$ cat src/rtl/apb_mem_slave.sv
// APB slave backed by a small word-addressed register memory with byte/halfword/word
// access sizes, programmable wait states and registered response outputs.
module apb_mem_slave #(
    parameter int          DEPTH       = 64,
    parameter int          WAIT_CYCLES = 1,
    parameter logic [31:0] BASE_ADDR   = 32'h0000_0000
) (
    input  logic        PCLK,
    input  logic        PRESETn,
    input  logic        PSEL,
    input  logic        PENABLE,
    input  logic        PWRITE,
    input  logic [31:0] PADDR,
    input  logic [31:0] PWDATA,
    input  logic [1:0]  PSTRB,
    output logic [31:0] PRDATA,
    output logic        PREADY,
    output logic        PSLVERR,
    output logic        LOAD_READY,
    output logic        store_done
);

    localparam int          IDX_W     = (DEPTH > 1) ? $clog2(DEPTH) : 1;
    localparam logic [31:0] DEPTH_W   = 32'(DEPTH);
    localparam logic [3:0]  WAIT_INIT = 4'(WAIT_CYCLES);

    typedef enum logic [1:0] {
        IDLE  = 2'd0,
        SETUP = 2'd1,
        WAIT  = 2'd2,
        RESP  = 2'd3
    } state_t;

    state_t      state_q, state_d, phase;
    logic [3:0]  cnt_q, cnt_d;
    logic [31:0] addr_q, addr_d;
    logic [31:0] wdata_q, wdata_d;
    logic [1:0]  size_q, size_d;
    logic        write_q, write_d;
    logic        err_q, err_d;

    logic        pready_q, pready_d;
    logic        pslverr_q, pslverr_d;
    logic [31:0] prdata_q, prdata_d;
    logic        load_ready_q, load_ready_d;
    logic        store_done_q, store_done_d;

    logic [31:0] mem_q [DEPTH];
    logic [31:0] mem_d [DEPTH];

    logic [31:0]      x_addr, x_off, x_word;
    logic [1:0]       x_size;
    logic             x_write, x_err, calc_err;
    logic [IDX_W-1:0] x_idx;
    logic [31:0]      rd_word, rd_shift, rd_val, wr_shift;
    logic [3:0]       lane_mask;

    // The setup cycle is decoded from the live bus so the response register can be
    // loaded at the edge ending it; this keeps PREADY in access cycle WAIT_CYCLES+1.
    always_comb begin
        phase = state_q;
        if (state_q == IDLE && PSEL && !PENABLE) begin
            phase = SETUP;
        end
    end

    always_comb begin
        x_addr  = (phase == SETUP) ? PADDR  : addr_q;
        x_size  = (phase == SETUP) ? PSTRB  : size_q;
        x_write = (phase == SETUP) ? PWRITE : write_q;
        x_off   = x_addr - BASE_ADDR;
        x_word  = x_off >> 2;
        x_idx   = x_word[IDX_W-1:0];

        calc_err = (x_size == 2'b11)
                || (x_size == 2'b01 && x_addr[0])
                || (x_size == 2'b10 && x_addr[1:0] != 2'b00)
                || (x_addr < BASE_ADDR)
                || (x_word >= DEPTH_W);
        x_err = (phase == SETUP) ? calc_err : err_q;

        rd_word  = x_err ? 32'h0 : mem_q[x_idx];
        rd_shift = rd_word >> {x_addr[1:0], 3'b000};
        case (x_size)
            2'b00:   rd_val = {24'h0, rd_shift[7:0]};
            2'b01:   rd_val = {16'h0, rd_shift[15:0]};
            default: rd_val = rd_shift;
        endcase

        case (size_q)
            2'b00:   lane_mask = 4'b0001 << addr_q[1:0];
            2'b01:   lane_mask = 4'b0011 << {addr_q[1], 1'b0};
            default: lane_mask = 4'b1111;
        endcase
        wr_shift = wdata_q << {addr_q[1:0], 3'b000};
    end

    always_comb begin
        // NOTE: every signal gets a default before the case so no path can infer a latch.
        state_d      = state_q;
        cnt_d        = cnt_q;
        addr_d       = addr_q;
        wdata_d      = wdata_q;
        size_d       = size_q;
        write_d      = write_q;
        err_d        = err_q;
        mem_d        = mem_q;
        pready_d     = 1'b0;
        pslverr_d    = 1'b0;
        prdata_d     = 32'h0;
        load_ready_d = 1'b0;
        store_done_d = 1'b0;

        case (phase)
            SETUP: begin
                addr_d  = PADDR;
                wdata_d = PWDATA;
                size_d  = PSTRB;
                write_d = PWRITE;
                err_d   = calc_err;
                cnt_d   = WAIT_INIT;
                state_d = (WAIT_CYCLES == 0) ? RESP : WAIT;
            end
            WAIT: begin
                if (!PSEL) begin
                    cnt_d   = 4'd0;
                    state_d = IDLE;
                end else begin
                    cnt_d = cnt_q - 4'd1;
                    if (cnt_d == 4'd0) begin
                        state_d = RESP;
                    end
                end
            end
            RESP: begin
                if (write_q && !err_q) begin
                    for (int b = 0; b < 4; b++) begin
                        if (lane_mask[b]) begin
                            mem_d[x_idx][8*b +: 8] = wr_shift[8*b +: 8];
                        end
                    end
                end
                state_d = IDLE;
            end
            default: state_d = IDLE;
        endcase

        // Response outputs are registered: they are loaded on the edge entering RESP.
        if (state_d == RESP) begin
            pready_d     = 1'b1;
            pslverr_d    = x_err;
            prdata_d     = (x_err || x_write) ? 32'h0 : rd_val;
            load_ready_d = !x_write && !x_err;
            store_done_d = x_write && !x_err;
        end
    end

    always_ff @(posedge PCLK or negedge PRESETn) begin
        if (!PRESETn) begin
            // NOTE: state updates use non-blocking assignments so every flop samples pre-edge values.
            state_q      <= IDLE;
            cnt_q        <= 4'd0;
            addr_q       <= 32'h0;
            wdata_q      <= 32'h0;
            size_q       <= 2'b00;
            write_q      <= 1'b0;
            err_q        <= 1'b0;
            pready_q     <= 1'b0;
            pslverr_q    <= 1'b0;
            prdata_q     <= 32'h0;
            load_ready_q <= 1'b0;
            store_done_q <= 1'b0;
            // NOTE: the storage must read back zero after reset, so it is a reset flop array, not a RAM macro.
            for (int i = 0; i < DEPTH; i++) begin
                mem_q[i] <= 32'h0;
            end
        end else begin
            state_q      <= state_d;
            cnt_q        <= cnt_d;
            addr_q       <= addr_d;
            wdata_q      <= wdata_d;
            size_q       <= size_d;
            write_q      <= write_d;
            err_q        <= err_d;
            pready_q     <= pready_d;
            pslverr_q    <= pslverr_d;
            prdata_q     <= prdata_d;
            load_ready_q <= load_ready_d;
            store_done_q <= store_done_d;
            mem_q        <= mem_d;
        end
    end

    assign PREADY     = pready_q;
    assign PSLVERR    = pslverr_q;
    assign PRDATA     = prdata_q;
    assign LOAD_READY = load_ready_q;
    assign store_done = store_done_q;

endmodule

$ cat config.mk
export PLATFORM = sky130hd
export DESIGN_NAME = apb_mem_slave
export DESIGN_NICKNAME = d
export VERILOG_FILES = /design/src/rtl/apb_mem_slave.sv
export SDC_FILE = /design/constraint.sdc
export NUM_CORES = 2
export LEC_CHECK = 0
export CAP_MARGIN = 20
export CORE_ASPECT_RATIO = 0.6
export CORE_UTILIZATION = 40
export CTS_CLUSTER_SIZE = 10
export DETAILED_ROUTE_END_ITERATION = 10
export PLACE_DENSITY = 0.52
export SYNTH_ARGS = -nofsm -noshare
export SYNTH_HDL_FRONTEND = slang
export SYNTH_SLANG_ARGS = --single-unit
export TNS_END_PERCENT = 20
$ cat constraint.sdc
create_clock -name PCLK -period 4.62 [get_ports PCLK]
set_clock_uncertainty 0.05 [all_clocks]
set_input_delay 0.693 -clock PCLK [delete_from_list [all_inputs] [get_ports PCLK]]
set_output_delay 0.693 -clock PCLK [all_outputs]
set_load 0.005 [all_outputs]
==> results.py <==
metrics = {
    "route": {
        "route.vias.total": 80830,
        "wl_per_cell_um": 29.63,
        "drtAntennaViolNets": 0,
        "via_per_inst": 6.025,
        "wl_um": 397500,
        "drt_iter0_markers": 9509,
        "first_pass_iters": 6,
        "drc": 0,
    },
    "worst_setup_path": {
        "critPathKind": "flop to flop",
        "arrival_ns": 5.42,
        "rr_endpoint": "PRDATA[4]$_DFF_PN0_",
        "path_cells": "nor3b_2 -> nor2_1 -> inv_1 -> ha_4 -> buf_12 -> buf_12 -> or4b_2 -> buf_4 -> buf_4 -> buf_4 -> a21oi_1 -> or4_1 -> a21oi_2 -> o22a_2 -> nand4_1 -> buf_4 -> o211ai_1 -> o211a_1",
        "r2r_cells": 18,
        "slowest_delay_ns": 0.64,
        "path_common_cell": "buf_4",
        "worstSetupStartpointType": "flop",
        "cp_num_buf_inv": 7,
        "cp_num_cells": 18,
        "crit_fanout": 22,
        "reg2reg_setup_slack_ns": -0.03,
        "crit_required_ns": 5.39,
        "r2r-start": "state_q[1]$_DFF_PN0_",
        "crit_family": "simple AND/OR/NAND/NOR gates",
        "crit_slowest_cell": "nand4_1",
        "crit_path_end_kind": "flop",
    },
    "placement": {
        "port_buffers": 106,
        "dpl.cell_count": 13120,
        "gp_congestion": 0.9733,
        "place_hpwl_um": 280600,
        "dp_slack_ns": -1.334,
    },
    "logic_synthesis": {
        "syn_nets": 9661,
        "netlist_area_um2": 90680,
        "synthCells": 9585,
        "async_reset_ff_frac": 1.000,
        "ys_ff_latch": 2134,
        "yosysSeqAreaShare": 0.5889,
        "synth_area_leaders": "dfrtp_1 59%, o21ai_0 8.7%, nand2_1 8.4%",
        "synth-edff-count": 0,
        "yosys_warnings": 0,
        "synthFlopType": "dfrtp_1",
        "synth.distinct_cells": 91,
        "synth.top_cell.area_share": 0.5889,
        "synth_top_area_cell": "dfrtp_1",
        "synth.avg_cell_area_um2": 9.461,
    },
    "sta": {
        "setup_viol": 1,
        "worst_slew_pin_slew_ns": 1.179,
        "setup_ws_ns": -0.02784,
        "final-hold-violation-count": 0,
        "hold-worst-slack_ns": 0.3201,
        "relSlewSlack": 0.2143,
        "fin_crit_sh": 1.006,
        "rsz0062_at_grt": "true",
        "setup_tns_ns": -0.02784,
        "timing.fmax_ghz": 0.2152,
        "drv_slew": 0,
        "fin_crit_ns": 4.648,
    },
    "grt": {
        "grt_pass1_vias": 76540,
        "grtUsageTotal": 0.3445,
        "gr-total-overflow": 0,
        "grt_pass1_wl_um": 571400,
        "antenna_found_initial": 23,
        "grt_max_degree": 144,
    },
    "clock_tree": {
        "htree_levels": 4,
        "tritoncts": "yes",
        "cts.clk_slew.worst_paths_ns": 0.06,
        "clock_latency_ns": 0.89,
        "cts_sinks": 2134,
        "numCtsBuffers": 241,
        "cts_root_buf": "clkbuf_16",
        "cts_buffer_depth": 4,
    },
    "outcome": {
        "violations": "negative setup slack",
        "outcome": "finished with violations",
    },
    "floorplanning": {
        "core-area_um2": 223800,
        "dieArea_um2": 228700,
        "die_h_um": 370.8,
        "start_util": 0.4051,
        "rows": 134,
        "die_w_um": 616.7,
        "io_pins": 107,
    },
    "pwr": {
        "power_density_nw_per_um2": 438.8,
        "ir_drop_uv": 355.7,
        "leakage_uw": 0.05090,
        "total_power_uw": 49350,
    },
    "cells_and_area": {
        "syn2layout_area_growth_pct": 24.02,
        "n_fill_cell": 20510,
        "drive_above_1_share": 0.1723,
        "ff_latch_area_um2": 53400,
        "fin_nets": 10470,
        "multi_input_area_um2": 34410,
        "stdcell_count": 13420,
    },
    "worst_hold_path": {
        "hold_path_class": "primary input to async pin",
    },
    "flow_run": {
        "cap_violations": 0,
    },
}
[kinds of logic after synthesis]
group,Yosys count,share of synthesized area
AO/OA/AOI/OAI,3285,0.2065
AND/OR/NAND/NOR,3181,0.1479
flip-flops,2134,0.5889
buffers and inverters,839,0.03894
multiplexers,141,0.01704
adder cells (fa/ha/maj),5,0.0006899
[cell type report]
type / count / share of cell area
Sequential cell: 2134 / 0.4748
Multi-Input combinational cell: 6612 / 0.3060
Inverter: 18 / 0.0007343
Antenna cell: 7 / 0.0001558
Clock buffer: 255 / 0.05446
Timing Repair Buffer: 1388 / 0.1295
Tap cell: 2992 / 0.03329
Clock inverter: 9 / 0.001057
[routing by layer]
metal | up-vias | track usage | routed length (um)
li1 | 35300 | - | -
met1 | 40670 | 0.5218 | 179900
met4 | 16 | 0.1033 | 13510
met5 | - | 0.007438 | 332
met2 | 4206 | 0.4700 | 158000
met3 | 649 | 0.09935 | 45790
[cells in the final DEF, fill, tap and decap left out, drive strengths merged, types with 21 or more instances in the layout]
| cell type | count |
|---|---|
| dfrtp | 2134 |
| nand2 | 2028 |
| o21ai | 1573 |
| buf | 1281 |
| o22ai | 727 |
| nor2 | 643 |
| a21oi | 612 |
| clkbuf | 256 |
| nor3 | 120 |
| clkdlybuf4s50 | 105 |
| and3 | 90 |
| nand3 | 76 |
| o41ai | 76 |
| nor4 | 75 |
| mux2 | 71 |
| mux2i | 70 |
| o221ai | 66 |
| a32o | 39 |
| or4 | 35 |
| and2 | 24 |
| o31ai | 22 |
| inv | 21 |
[worst register-to-register path, stage by stage, from the launching register on]
cell,delay (ns)
dfrtp_1,0.39
nor3b_2,0.17
nor2_1,0.07
inv_1,0.10
ha_4,0.15
buf_12,0.18
buf_12,0.21
or4b_2,0.17
buf_4,0.23
buf_4,0.16
buf_4,0.22
a21oi_1,0.10
or4_1,0.47
a21oi_2,0.25
o22a_2,0.30
nand4_1,0.65
buf_4,0.41
o211ai_1,0.15
o211a_1,0.16
[Yosys cell counts, types with 11 or more instances]
cell type,n
a21o_1,12
inv_1,11
and3_1,90
o31ai_1,22
nor4_1,74
or3_1,11
o2111ai_1,17
o41ai_1,76
nor2_1,643
buf_1,65
o22a_1,16
clkbuf_1,519
nor3_2,32
a21oi_1,612
o22ai_1,727
a22oi_1,11
mux2_2,70
a32o_1,39
mux2i_1,65
or4_1,35
buf_4,17
and2_1,22
dfrtp_1,2134
nor3_1,81
o21ai_0,1572
a31oi_1,15
nand3_1,75
buf_2,213
nand2_1,2027
o221ai_1,66
o21a_1,15
[power by group]
group / switching (uW) / internal, uW
registers: 195 / 18800
clock network: 7640 / 9220
logic: 9220 / 4300
total: 17100 / 32300
[sequential cells by signal, summed over array words and instances (netlist names)]
name and cells:
err_q 1, PSLVERR 1, addr_q 8, LOAD_READY 1, size_q 2, state_q 2, write_q 1, wdata_q 32
PREADY 1, store_done 1, PRDATA 32, cnt_q 4, mem_q 2048
[what timing repair did]
item                                   4_1_cts  5_1_grt
setup endpoints to repair                   14       24
cloned                                       0        1
hold buffers                                 1        0
resized for setup                           20       40
buffers inserted                             6       12
endpoints found under the hold margin       73        0
pin swaps                                    1        3
[worst max path at each step]
stage	from	end	slack, ns
after floorplan	PENABLE	PRDATA[9]$_DFF_PN0_	0.77
after global placement	PSEL	PRDATA[4]$_DFF_PN0_	-1.42
after detailed placement	PSEL	PRDATA[4]$_DFF_PN0_	-1.33
after CTS	state_q[1]$_DFF_PN0_	PRDATA[4]$_DFF_PN0_	-0.12
after global routing	state_q[1]$_DFF_PN0_	PRDATA[4]$_DFF_PN0_	-0.06
final	state_q[1]$_DFF_PN0_	PRDATA[4]$_DFF_PN0_	-0.03
[stage by stage]
step / utilization / area, um^2
floorplan: - / 90680
global placement: 0.4719 / 105600
detailed placement: 0.4719 / 105600
CTS: 0.5005 / 112000
global route: 0.5024 / 112500
finish: 0.5025 / 112500
Power figures use the tool's default switching activity.
